<file path="src/rtl/pipe_latch_chain.sv">
// Parameterised pipeline latch chain with per-stage stall and flush control
// and free-running performance counters.
module pipe_latch_chain #(
    parameter int STAGES   = 5,
    parameter int WIDTH    = 32,
    parameter int CNT_BITS = 32
) (
    input  logic                clk,
    input  logic                reset,
    input  logic                in_valid,
    input  logic [WIDTH-1:0]    in_data,
    output logic                in_ready,
    input  logic [STAGES-1:0]   stall_req,
    input  logic [STAGES-1:0]   flush_req,
    output logic                out_valid,
    output logic [WIDTH-1:0]    out_data,
    input  logic                cnt_clr,
    output logic [CNT_BITS-1:0] cycle_count,
    output logic [CNT_BITS-1:0] retired_count,
    output logic [CNT_BITS-1:0] bubble_count
);

    localparam logic [CNT_BITS-1:0] CNT_ONE = {{(CNT_BITS-1){1'b0}}, 1'b1};

    logic [STAGES-1:0] r_v;
    logic [WIDTH-1:0]  r_d [STAGES];
    logic [STAGES-1:0] w_v_nxt;
    logic [WIDTH-1:0]  w_d_nxt [STAGES];

    logic w_stall_any;
    logic w_flush_any;
    int   w_stall_idx;
    int   w_flush_idx;
    logic w_retire;

    // Highest requesting stage wins for both stall and flush.
    always_comb begin
        w_stall_any = |stall_req;
        w_flush_any = |flush_req;
        w_stall_idx = 0;
        w_flush_idx = 0;
        for (int k = 0; k < STAGES; k++) begin
            if (stall_req[k]) w_stall_idx = k;
            if (flush_req[k]) w_flush_idx = k;
        end
    end

    assign in_ready = !w_stall_any && !w_flush_any;
    assign w_retire = r_v[STAGES-1] && !stall_req[STAGES-1];

    // NOTE: every output of this block gets a default first so no latch is inferred.
    always_comb begin
        w_v_nxt = r_v;
        w_d_nxt = r_d;
        for (int j = 1; j < STAGES; j++) begin
            if (!w_stall_any || j > w_stall_idx + 1) begin
                w_v_nxt[j] = r_v[j-1];
                w_d_nxt[j] = r_d[j-1];
            end else if (j == w_stall_idx + 1) begin
                w_v_nxt[j] = 1'b0;
            end
        end
        if (in_ready) begin
            w_v_nxt[0] = in_valid;
            if (in_valid) w_d_nxt[0] = in_data;
        end
        // Flush kills the entries that end up at or below the flushing stage.
        if (w_flush_any) begin
            for (int j = 0; j < STAGES; j++) begin
                if (j <= w_flush_idx) w_v_nxt[j] = 1'b0;
            end
        end
    end

    // NOTE: payload registers are reset too, because out_data must read 0 after reset.
    always_ff @(posedge clk) begin
        if (reset) begin
            r_v <= '0;
            for (int k = 0; k < STAGES; k++) r_d[k] <= '0;
        end else begin
            r_v <= w_v_nxt;
            r_d <= w_d_nxt;
        end
    end

    always_ff @(posedge clk) begin
        if (reset || cnt_clr) begin
            cycle_count   <= '0;
            retired_count <= '0;
            bubble_count  <= '0;
        end else begin
            cycle_count <= cycle_count + CNT_ONE;
            if (w_retire)      retired_count <= retired_count + CNT_ONE;
            if (!r_v[STAGES-1]) bubble_count <= bubble_count + CNT_ONE;
        end
    end

    assign out_valid = r_v[STAGES-1];
    assign out_data  = r_d[STAGES-1];

endmodule
</file>
<file path="config.mk">
export PLATFORM = sky130hd
export DESIGN_NAME = pipe_latch_chain
export DESIGN_NICKNAME = d
export VERILOG_FILES = /design/src/rtl/pipe_latch_chain.sv
export SDC_FILE = /design/constraint.sdc
export NUM_CORES = 1
export LEC_CHECK = 0
export BUFFER_PORTS_ARGS = -buffer_cell sky130_fd_sc_hd__buf_2
export CORE_UTILIZATION = 53
export CTS_BUF_LIST = sky130_fd_sc_hd__clkbuf_4
export DETAILED_ROUTE_END_ITERATION = 10
export PLACE_DENSITY = 0.79
export SLEW_MARGIN = 30
export SYNTH_ARGS = -nofsm -noshare
export SYNTH_HDL_FRONTEND = slang
export SYNTH_SLANG_ARGS = --single-unit
</file>
<file path="constraint.sdc">
create_clock -name clk -period 2.35 [get_ports clk]
set_input_delay 0.47 -clock clk [delete_from_list [all_inputs] [get_ports clk]]
set_output_delay 0.47 -clock clk [all_outputs]
set_load 0.005 [all_outputs]
</file>
Word level (Yosys, flattened, before mapping)
Index checks and enable logic that the tools add are counted.

cells by class
  $add $sub $neg = 4
  magnitude comparators = 9
  eq/ne operators = 4
  muxes and demuxes = 23
  reduce and logical (&&, ||, !) cells = 13

operators with widths
  kind                     number
  $mux W32                 6
  $add A32 B1 Y32 const B  3
  $eq A3 B32 Y1 const A    2
  $gt A3 B32 Y1 const A    2
  $le A3 B32 Y1 const A    2
  $add A32 B2 Y32 const B  1
  $eq A2 B32 Y1 const A    1
  $eq A4 B32 Y1 const A    1
  $gt A2 B32 Y1 const A    1
  $gt A4 B32 Y1 const A    1
  $le A1 B32 Y1 const A    1
  $le A2 B32 Y1 const A    1
  $le A4 B32 Y1 const A    1
  $mux W1                  16
  $reduce_or A5 Y1         2
  $logic_or A1 B1 Y1       5
  $mux W5                  1
  $logic_not A1 Y1         3
  $logic_and A1 B1 Y1      2
  $reduce_and A2 Y1        1

word-level totals
  register bits after elaboration = 261
  word-level logic and storage cells = 62

Logic depth before layout (Yosys ltp)
Gate-level depths: netlist (run 1).

  word-level depth = 10
  mapped depth = 9

Least setup slack after synthesis (run 1)
No wires, ideal clock.

  kind = input to register
  start point = input stall_req[3]
  end point = register r_d[129] (netlist name)
  arrival = 2.124 ns
  data required time = 2.222 ns
  slack = 0.099 ns
  stages on the path = 7
  path buffers = 3
  cell sequence = clkbuf_1 > or4_1 > buf_2 > nor4_4 > buf_6 > mux2i_1 > nor2_1

on the way
  cells in the longest elaborated chain, start to end = 4

ends and longest elaborated chain
  element                      line  RTL
  start: declaration           13    input logic [STAGES-1:0] stall_req,
  $reduce_or A5 Y1             38    w_stall_any = |stall_req;
  $logic_not A1 Y1             48    assign in_ready = !w_stall_any && !w_flush_any;
  $logic_and A1 B1 Y1          48
  $reduce_and A2 Y1 (no line)  -
  end signal: assignment       82    r_d <= w_d_nxt;
  end: declaration             26    logic [WIDTH-1:0] r_d [STAGES];

Every way passes these cells.
A chain may end at the register's enable or synchronous reset.

Final worst setup path (run 1)
  start point = input stall_req[4]
  end point = output in_ready

on the way
  cells in the longest elaborated chain, start to end = 3

ends and longest elaborated chain
  element              line  RTL
  $reduce_or A5 Y1     38
  $logic_not A1 Y1     48
  $logic_and A1 B1 Y1  48
  end: declaration     12    output logic in_ready,

Every way passes these cells.

==> summary by stage, run 1 <==
Critical path
The end of the worst register-to-register path is bubble_count[29]. The required time of the critical path is roughly 1900 ps. The worst register-to-register path begins at bubble_count[13]. The start-to-end type of the worst setup path is in -> out.

Together, buffers and inverters on the worst path number 2. In this run the worst path has a maximum fanout of 4. For the worst flop-to-flop path, the logic depth is 5. The peak per-stage delay on the critical path is about 650 ps. On the critical path the largest part of the delay comes from simple AND/OR/NAND/NOR gates. For this design, the slowest cell found on the critical path is or4_1. The worst setup path startpoint is stall_req[4]. The endpoint arrival time on the critical path is around 1800 ps.

STA classifies the critical path startpoint as an input pin. The reg-to-reg setup timing slack is 210 ps. The critical path goes through buf_2 -> or4_1 -> nor4_1 -> buf_2. The most numerous cell type found on the critical path is buf_2. The worst setup path is captured at an output pin.

Routing
Summed over all layers, the routed wires come to ~24000 um. The residual antenna-violating net count after detailed routing is 0. For this run, the detailed router's first-pass iteration total came to 6.

The average wire per cell in the routed design is roughly 14 um. The post-detailed-route DRC marker count is 0. The iteration-0 DRC count of the detailed router is 584.

Detailed routing inserted a total of roughly 9400 vias. In the routed layout, each cell is associated on average with a via count of 5.380.

Final layout
The final design instance area without fill is 12360 sq um. The layout overhead on the synthesized area is 17.38%. The layout has ~1600 filler cells. Cells with a size suffix above 1 make up about 22% of the layout. The library cell used most frequently in the layout, excluding fill and tap cells, is nand2_1. In the layout the commonest cells are nand2_1 (296), dfxtp_1 (261), a21oi_1 (178).

Summing all flip-flop and latch instances after layout gives 5225 sq um. The final net count is approximately 1500. Summing all multi-input logic gate instances after layout gives ~4700 sq um.

Global routing
The first-pass GRT wire length is around 40000 um. Entering global routing, the biggest net connects ~160 pins. The via count of the first global-routing pass came to between 8000 and 9000. The total grt overflow is 0.

For this run, the total global-route usage over all layers was measured as a little under a quarter. The initial antenna violation count is 4.

Clock tree
The clock tree synthesis step divided the H-tree into 3 levels. TritonCTS built the clock tree. The clock input transition at the sequential cells of the worst setup and hold paths is roughly 70 ps. The clock reaches the later pin of the worst-skew pair after approximately 660 ps. The tree is rooted in a clkbuf_4. The CTS sink count is ~260. Counting along the longest clock path gives a buffer depth of 3.

Counting the buffers created by CTS gives between 60 and 70. Gates resized during post-CTS repair numbered 0.

Yosys
Among all flip-flop cells after synthesis, the most frequent one is dfxtp_1. For this run, the register share of the synthesized area comes to about half. The number of instances in the synthesized netlist is 1257. The number of nets produced by synthesis is 1307. The fraction of registers with async set or reset after synthesis is 0%. The number of synthesized flops with an enable pin is 0. The synthesized netlist occupies a cell area of 10530 sq um. The count of different cell masters after synthesis is 44.

The total of warnings raised by yosys is 0. Synthesis inferred 261 register bits. After synthesis, the mean cell area works out to roughly 8.4 sq um.

STA
Setup repair after global routing left no endpoint under its margin. The sum of negative setup slack is 0 ps. The post-route clock skew is 45.27 ps. For the pin with the worst max-slew slack, the measured transition is around 730 ps.

The number of pins exceeding their max-slew limit in the final report came to 0. The final count of negative-setup-slack endpoints is 0. The worst path needs 2231 ps of the cycle, external delays included.

The final worst-path cycle share is a little over nine tenths. Based on the critical path, the design can be clocked at up to ~450 MHz. The worst relative slew slack is between 50 and 60%.

The number of hold-slack violations in the final timing report is 0.

Hold path
The hold path startpoint is in_data[4]. The number of cells on the worst hold path is 3. The type of the most critical hold path is in -> reg. The worst hold path endpoint is r_d[132].

Floorplan
Pin placement for this block handled 176 I/O pins. Once the floorplan was initialized, standard cells occupied a little over half of the core. The total die area is ~20000 sq um.

The die is 142.9 um tall. The floorplan core area is 19460 sq um. The die is around 140 um wide. The floorplan row count is slightly above 50.

Flow run
The number of violations of the max-capacitance limit is 0.

Power
The completed layout was analyzed and its total power is 8478 uW. The power per unit of standard cell area is slightly below 700 nW/um^2. The worst IR drop on VDD is roughly 0.36 mV. Summed over all cells, the static leakage comes to approximately 0.0045 uW.

Outcome
The flow ran to the end, and the final reports show no timing, DRC or antenna violations.

Placed design
Input and output buffers added on the ports amount to between 150 and 200. Routability-driven placement finished with a final weighted congestion of between 0.8 and 0.9. The placed instance area is around 11000 sq um. The HPWL after detailed placement is approximately 16000 um.
[final cells by class]
class                      count  area share, %
tap                          265          2.684
multi-input combinational    870          37.93
clock buffer                  98          5.954
antenna                        5         0.1013
sequential                   261          42.29
clock inverter                16         0.8911
inverter                      12         0.3646
timing repair buffer         211          9.782
[metal layers]
layer	vias up	track usage (%)	routed length [um]
li1	4712	-	-
met1	4290	32.33	11540
met2	299	35.92	10810
met3	49	5.064	1474
met4	0	11.60	624
met5	-	0	0
[logic make-up (layout without fill, tap and decap cells)]
family	count (synthesis)	count (layout)	synth area share (%)
AND/OR/NAND/NOR	552	552	24.59
XOR/XNOR	35	35	2.912
flip-flops	261	261	49.64
adder cells (fa/ha/maj)	4	4	0.4755
other	0	5	0
multiplexers	39	39	3.709
AO/OA/AOI/OAI	240	240	12.71
buffers and inverters	126	337	5.967
[metrics by stage]
stage          instances  worst slack [ps]  utilization, %  hold slack (ps)
2_1_floorplan       1257             98.74               -            429.4
3_3_place_gp        1615             61.73           58.87            438.1
3_5_place_dp        1615             23.29           58.87            442.9
4_1_cts             1733             130.4           63.42            4.610
5_1_grt             1737             73.00           63.47            20.89
6_report            1738             118.9           63.48            57.18
[cells in the mapped netlist (8+ instances only)]
cell / number / area, sq um
and4_1: 10 / 87.58
nor2_1: 79 / 296.5
nand3_1: 26 / 130.1
nor4_1: 17 / 106.4
clkbuf_1: 71 / 266.5
nor3_1: 11 / 55.05
buf_4: 32 / 240.2
nand4_1: 25 / 156.4
xor2_1: 15 / 131.4
dfxtp_1: 261 / 5225
nand2_1: 296 / 1111
or4_1: 44 / 330.3
mux2i_1: 39 / 390.4
o21ai_0: 8 / 40.04
inv_1: 12 / 45.04
or3_1: 12 / 75.07
xnor2_1: 20 / 175.2
a21oi_1: 178 / 890.9
o31ai_1: 39 / 292.8
[repair_timing]
item                                   4_1_cts  5_1_grt
buffers inserted                             0        0
hold buffers                                 4        0
endpoints found under the hold margin        4        0
[worst max path at each step]
stage,slack (ps),cells after the start,to
6_report,120,4,in_ready
5_1_grt,70,4,in_ready
4_1_cts,130,4,in_ready
3_5_place_dp,20,6,r_d[133]
3_3_place_gp,60,6,r_d[148]
2_1_floorplan,100,7,r_d[129]
[registers in the layout (all words and copies together) (netlist names)]
signal and count:
cycle_count 32, r_d 128, retired_count 32, bubble_count 32, r_v 5, out_data 32
[power by group]
group	switching, uW	leakage (uW)	total, uW	internal, uW
Sequential	3.59	0.00210	4430	4430
Combinational	162	0.00188	232	69.5
Clock	1780	0.000500	3820	2030
[worst register-to-register path: stages, from the launching register on]
cell and delay, ps:
dfxtp_1 450, nand4_1 200, or4_1 550, buf_4 220, or4_1 510, a21oi_1 160
Note: power is estimated with default switching activity, not from simulation.
==> run 2, diff against run 1 <==
clock period = 1.9 ns   (was 2.35 ns; I/O delays follow)
==> run 2 against run 1 <==
Net effect:
- flip-flop and latch count did not move
- register-to-register slack got worse by 210 ps
- first-iteration DRC count rose by 3.4%
- combinational power rose by 65%
- critical path depth rose by 2
- sequential power rose by 24%
- global-route usage rose by 1.7 points
- via count rose by 5.5%
- clock skew fell by 14 ps
- utilization rose by 6.0 points
- largest cell class unchanged
==> summary by stage, run 2 (synthesis results as in run 1) <==
Outcome
The run finished with clean final reports.

Critical path
The number of buffers and inverters on the critical path is 2 (unchanged). The peak per-stage delay on the critical path was 600 ps (-50 ps). The required time of the critical path is 2410 ps (+530 ps). The start-to-end type of the worst setup path is reg -> reg.

The worst-path maximum fanout was 12 (+8). The cell family contributing the most delay on the critical path is simple AND/OR/NAND/NOR gates. The endpoint arrival time on the critical path came to 2410 ps (+650 ps). The startpoint type of the worst setup path is a flop. STA classifies the critical path endpoint as a flop. The worst setup path startpoint is bubble_count[12].

The launch instance of the worst register-to-register path is bubble_count[12]. The cell with the biggest individual delay on the critical path is or4_4. Traced cell by cell, the critical path runs through nand4_1 -> or4_4 -> buf_6 -> clkbuf_16 -> o31ai_2 -> a21oi_2.

Global routing
The pin count of the biggest net entering global routing is 123 (-25%). The first-pass GRT wire length is 42110 um (+5.2%). The total grt overflow is 0 (unchanged). The combined global-route utilization of all metal layers came to 25.51% (+1.7 points).

The initial antenna violation count was 2 (-2). The via count of the first global-routing pass is 8809 (+4.1%).

Routing
The routed wire length is 26710 um (+9.3%). The via density per instance is 5.392 (+0.23%). The iteration-0 DRC count of the detailed router was 604 (+3.4%). The average wire per cell in the routed design was 14.60 um (+3.8%). The first-pass iteration count of the detailed router was 7 (+1). The via count of the routed design is 9868 (+5.5%). The residual antenna-violating net count after detailed routing came to 0 (unchanged). The post-detailed-route DRC marker count is 0 (unchanged).

STA
The setup slack of the critical path after layout came to 0.3271 ps (-118.5 ps). The number of pins exceeding their max-slew limit in the final report is 0 (unchanged). The final worst hold slack was 73.29 ps (+16.11 ps). The worst relative slew slack came to 50.78% (-0.48 points).

The post-route clock skew is 31.77 ps (-13.51 ps). The final count of negative-setup-slack endpoints is 0 (unchanged). Setup repair after global routing could not meet its margin everywhere. The final worst-path cycle share is 99.98%. The number of hold-slack violations in the final timing report was 0 (unchanged). The pin slew with the least headroom to its limit is 738.3 ps (+7.168 ps). For this run, the top clock speed supported by timing is 526.4 MHz. The sum of negative setup slack is 0 ps (unchanged). The worst path in the final design needs a cycle of ~1900 ps, including I/O delays and setup.

Final layout
The flip-flop count of the largest register after layout is 128 (unchanged). The area growth from synthesis to layout is 28.38%. The post-layout instance count excluding filler cells is 1830 (+5.3%). The top cell types in the final layout, fill and taps aside, are nand2_1 (296), dfxtp_1 (251), buf_2 (173).

Counting flops per register, the top entry is r_d. The library cell used most frequently in the layout, excluding fill and tap cells, is nand2_1. The share of post-route cells with drive strength above 1 is 27.83% (+5.8 points). The final net count was 1578 (+7.1%).

Floorplan
The total die area is 20430 sq um (unchanged). The initial core utilization is 54.09% (unchanged). The die boundary width came to 142.9 um (unchanged). The die outline height is 142.9 um (unchanged).

The number of top-level design ports was 176 (unchanged). The floorplan row count is 51 (unchanged). The floorplan core area was 19460 sq um (unchanged).

Power
The worst IR drop on VDD is 0.3499 mV (-2.1%). The leakage power figure came to 0.005043 uW (+12%). The power per unit of standard cell area is 769.1 nW/um^2 (+12%).

Flow run
The number of violations of the max-capacitance limit was 0 (unchanged).

Clock tree
The CTS sink count came to 261 (unchanged). The depth of the CTS H-tree is 3 (unchanged). The root buffer cell is clkbuf_4. The insertion delay to the later sink of the worst-skew pair was 670 ps (about the same). The number of buffers created by CTS came to 67 (unchanged). The CTS tree is yes. The buffer depth of the longest clock path is 3 (unchanged). The clock input transition at the sequential cells of the worst setup and hold paths is 70 ps (about the same).

Hold path
The worst hold path begins at in_valid. The worst hold path belongs to the class in -> reg.

Placed design
The number of port buffers came to 175 (unchanged). The placed cell count is 1682 (+4.1%). The HPWL after detailed placement is 17410 um (+6.4%).

The placer congestion estimate was 0.8560 (+1.1%). The pre-CTS setup slack is -276.7 ps (-300.0 ps).
-- run 2: cell count changes in the layout (fill, tap and decap cells not counted), sizes merged --
cell / before / now
inv: 14 / 13
clkbuf: 98 / 90
or4: 44 / 45
buf: 207 / 277
diode: 5 / 2
bufinv: 1 / 2
dlygate4sd3: 4 / 36
-- run 2: final timing paths --
path                                          to  slack, ps  depth (start not counted)
worst min-delay path                      r_v[0]         70                          3
worst max-delay path            bubble_count[23]        0.3                          6
worst max register to register  bubble_count[23]        0.3                          6
worst min register to register           r_d[93]        450                          2
-- run 2: power by group --
part | leakage (uW) | switching [uW] | total [uW] | internal, uW
Clock | 0.000456 | 2130 | 4540 | 2400
Combinational | 0.00248 | 226 | 382 | 157
Sequential | 0.00211 | 4.38 | 5480 | 5470
Total | 0.00504 | 2360 | 10400 | 8030
-- run 2: routing by layer --
layer	up-vias	global-route usage, %	routed length, um
li1	4925	-	-
met2	366	39.05	12200
met5	-	0	0
met4	0	12.68	842
met1	4519	33.93	11610
met3	58	5.533	2054
-- run 2: cell type report --
cell class              count  area, sq um
fillers                  1554         5948
flip-flops and latches    261         5243
inverters                  12        45.04
clock inverters            16        116.4
well taps                 265        331.6
repair buffers            315         2190
diodes                      2        5.005
clock buffers              88        660.6
multi-input cells         871         4923
-- run 2: tightest hold or removal path, cell delays in order --
cell and delay [ps]:
buf_2 110, mux2i_1 130, nor4_1 60
-- run 2: repair_timing --
item	4_1_cts	5_1_grt
setup endpoints to repair	14	34
setup buffers	1	4
resized for setup	6	56
cloned	1	2
hold buffers	36	0
hold endpoints to repair	36	0
pin swaps	1	19
-- run 2: metrics by stage --
step                instance area, sq um  util, %  total power [uW]
finish                             13510    69.44             10390
CTS                                13210    67.86             10510
floorplan                          10630        -              5771
global route                       13510    69.44             10820
global placement                   12040    61.85              5916
detailed placement                 12040    61.85              5919
==> run 3, diff against run 2 <==
ABC_AREA = 1   (was unset)
PLACE_DENSITY = 0.78   (was 0.79)
==> run 3 against run 2 <==
Net effect:
- worst hold slack lost 19 ps
- utilization fell by 5.4 points
- sequential power is 3% higher
- wire length grew 6.6%
- critical path type is now reg -> out
- largest cell class is now multi-input gates
- highest routed layer unchanged
==> summary by stage, run 3 <==
Final layout
The area used by sequential logic in the layout came to 5226 sq um (-0.31%). The final net count is 1864 (+18%). The share of post-route cells with drive strength above 1 is 19.69% (-8.1 points). The flip-flop count of the largest register after layout was 128 (unchanged).

The filler cell count in the final layout was 1888 (+21%). The final design instance area without fill is 13500 sq um (-0.14%). The post-layout instance count excluding filler cells is 2126 (+16%).

The top cell types in the final layout, fill and taps aside, are nor2_1 (356), nand2_1 (313), dfxtp_1 (260). The area of the multi-input gates was 5274 sq um (+7.1%). Relative to the synthesized area, the layout overhead comes to 17.97%. The register with the most flip-flops in the final layout is r_d. Leaving out fill and tap cells, the most frequent cell in the layout is nor2_1.

Critical path
The launch instance of the worst register-to-register path is retired_count[1]. The number of cells on the worst reg-to-reg path is 8 (+2). The worst-path maximum fanout is 8 (-4).

The reg-to-reg setup timing slack came to 190 ps (+190 ps). The last element of the critical path is out_valid. The start-to-end type of the worst setup path is reg -> out. The worst setup path is launched from a flop. The end of the worst register-to-register path is retired_count[10]. The required time of the critical path came to 1520 ps (-890 ps). The worst setup path is captured at an output pin. The worst setup path startpoint is r_v[4].

The endpoint arrival time on the critical path was 1420 ps (-990 ps).

STA
The final worst-path cycle share is 94.98% (-5.0 points). The sum of negative setup slack came to 0 ps (unchanged). The shortest period the worst path allows is 1805 ps (-95.07 ps). The number of hold-slack violations in the final timing report was 0 (unchanged). The final worst hold slack is 54.63 ps (-18.66 ps).

The pin slew with the least headroom to its limit is 709.7 ps (-28.63 ps). The post-route clock skew was 36.56 ps (+4.796 ps). The worst relative slew slack came to 52.62% (+1.8 points). The final count of negative-setup-slack endpoints is 0 (unchanged). The number of pins exceeding their max-slew limit in the final report was 0 (unchanged).

The timing-limited maximum frequency is 554.1 MHz (+5.3%).

Power
The switching power as a share of total power came to 24.02% (+1.3 points). The power per unit of standard cell area is 810.0 nW/um^2 (+5.3%). The net switching power was 2625 uW (+11%). The combinational share of power is 5.5% (+1.8 points). The register share of total power is 51.9% (-0.8 points). The leakage power figure is 0.005417 uW (+7.4%). The worst IR drop on VDD is 0.4786 mV (+37%).

The fraction of power consumed by the clock network is 42.7% (-0.9 points). The internal power of the cells is 8306 uW (+3.4%).

Placed design
The placed cell count was 1984 (+18%). The number of port buffers is 175 (unchanged). The HPWL after detailed placement is 19470 um (+12%). The placed instance area came to 12340 sq um (+2.5%). The placer congestion estimate was 0.9382 (+9.6%).

Routing
The via count of the routed design is 10930 (+11%). The via density per instance is 5.141 (-4.7%). The residual antenna-violating net count after detailed routing was 0 (unchanged). The highest metal layer used by the detailed router is met4. The iteration-0 DRC count of the detailed router is 586 (-3.0%). The detailed-routed wire length on met2 is 13600 um (+11%). The average wire per cell in the routed design came to 13.39 um (-8.3%).

The post-detailed-route DRC marker count came to 0 (unchanged). The routed wire length is 28460 um (+6.6%). The length of routed wiring on met1 is 12670 um (+9.1%).

The routed wire length on met3 is 1699 um (-17%). The first-pass iteration count of the detailed router came to 4 (-3).

Yosys
The area share of the leading cell type in the synthesized netlist came to 45.67% (-4.0 points). The largest family of logic cells by synthesized area is simple AND/OR/NAND/NOR gates. The largest area contributor in the synthesized netlist is dfxtp_1. The average size of a mapped cell is 7.132 sq um (-15%). The multiplexer share of the synthesized area is 0% (-3.7 points). The post-synth design cell area came to 11440 sq um (+8.7%). The fraction of the yosys area taken by sequential cells was 45.67% (-4.0 points). Ranked by total cell area, the synthesized netlist is headed by dfxtp_1 (46%), nor2_1 (12%), nand2_1 (10%).

The number of instances in the synthesized netlist came to 1604 (+28%). The number of synthesized flops with an enable pin is 0 (unchanged). The simple logic cell fraction of the synthesized area was 33.18% (+8.6 points). The parity-gate share of the synthesized area counting xor and xnor cells came to 1.072% (-1.8 points). The total of warnings raised by yosys is 0 (unchanged).

The post-synthesis share of cell area spent on full adders, half adders and majority gates is 0.4375% (-0.038 points). The commonest cells after synthesis are nor2_1 (357), nand2_1 (314), dfxtp_1 (261), o21ai_0 (119), a21oi_1 (118). The total of flip-flops plus latches after synthesis is 261 (unchanged). Yosys instantiated no cell more often than nor2_1. The complex-gate fraction of the synthesized area was 11.32% (-1.4 points).

In the synthesized netlist the dominant register cell turns out to be dfxtp_1. The count of different cell masters after synthesis is 43 (-2.3%). The number of nets produced by synthesis is 1654 (+27%). The fraction of registers with async set or reset after synthesis is 0% (unchanged).

Flow run
The number of violations of the max-capacitance limit was 0 (unchanged).

Floorplan
The die boundary width was 148.9 um (+4.2%). The initial core utilization is 54.25% (+0.16 points). The die outline height was 148.9 um (+4.2%). The floorplan row count is 53 (+3.9%). The number of top-level design ports came to 176 (unchanged). The floorplan core area came to 21090 sq um (+8.4%). The total die area is 22180 sq um (+8.6%).

Clock tree
TritonCTS built the clock tree. The number of buffers inserted by post-CTS setup repair is 0 (-1). The insertion delay to the later sink of the worst-skew pair is 670 ps (about the same). The root buffer cell is clkbuf_4. The number of buffers created by CTS is 69 (+3.0%). The buffer depth of the longest clock path is 3 (unchanged).

The depth of the CTS H-tree is 3 (unchanged). The CTS sink count is 261 (unchanged). The clock input transition at the sequential cells of the worst setup and hold paths was 60 ps (about the same).

Global routing
The pin count of the biggest net entering global routing is 53 (-57%). The first-pass GRT wire length is 46660 um (+11%). The via count of the first global-routing pass came to 10120 (+15%). The total grt overflow is 0 (unchanged). The combined global-route utilization of all metal layers was 25.62% (+0.10 points).

The initial antenna violation count is 1 (-1).

Hold path
The type of the most critical hold path is in -> reg.

Outcome
The run finished with clean final reports.
[run 3: logic make-up (layout without fill, tap and decap cells)]
group / Yosys count / after routing
other cells: 0 / 2
simple gates: 872 / 872
xor+xnor: 14 / 14
fa+ha+maj: 4 / 4
flops: 261 / 261
buf+inv: 199 / 444
compound gates: 254 / 254
[run 3: layer usage]
layer	global-route usage (%)	vias up
met4	10.00	0
li1	-	5586
met1	32.91	4972
met5	0	-
met3	4.404	43
met2	42.72	329
[run 3: power by group through the flow]
stage	clock (uW)	sequential, uW	combinational (uW)
final	4660	5670	600
after global routing	5100	5680	677
after CTS	4790	5670	597
after detailed placement	0	5790	542
after global placement	0	5790	525
after floorplan	0	5770	401
[run 3: final cells by class]
cell class | count | share of cell area, %
multi-input cells | 1144 | 39.08
flip-flops and latches | 261 | 38.73
repair buffers | 238 | 10.81
clock buffers | 90 | 5.007
inverters | 100 | 2.818
well taps | 275 | 2.550
clock inverters | 16 | 0.9735
diodes | 2 | 0.03709
[run 3: worst min-delay path by stage]
| stage | from | end | cells after the start |
|---|---|---|---|
| CTS | flush_req[2] | r_v[2] | 4 |
| floorplan | r_d[65] | r_d[65] | 2 |
| global route | in_data[0] | r_d[128] | 3 |
| finish | in_data[0] | r_d[128] | 3 |
| global placement | r_d[64] | r_d[64] | 2 |
| detailed placement | r_d[87] | r_d[87] | 2 |
[run 3: per-stage QoR]
stage	utilization, %	power [uW]	setup WS, ps
floorplan	-	6168	301.2
global placement	58.51	6314	18.40
detailed placement	58.51	6332	-65.69
CTS	63.96	11060	57.70
global route	64.00	11460	-1.589
finish	64.00	10930	95.40
[run 3: worst max-delay path, stage by stage, from the launching register on]
cell and delay, ps:
dfxtp_2 400, buf_4 220, buf_2 160
[run 3: what timing repair did]
item,in CTS,in global routing
resized for setup,1,1
hold buffers,34,0
pin swaps,0,0
setup endpoints to repair,1,2
endpoints found under the hold margin,33,0
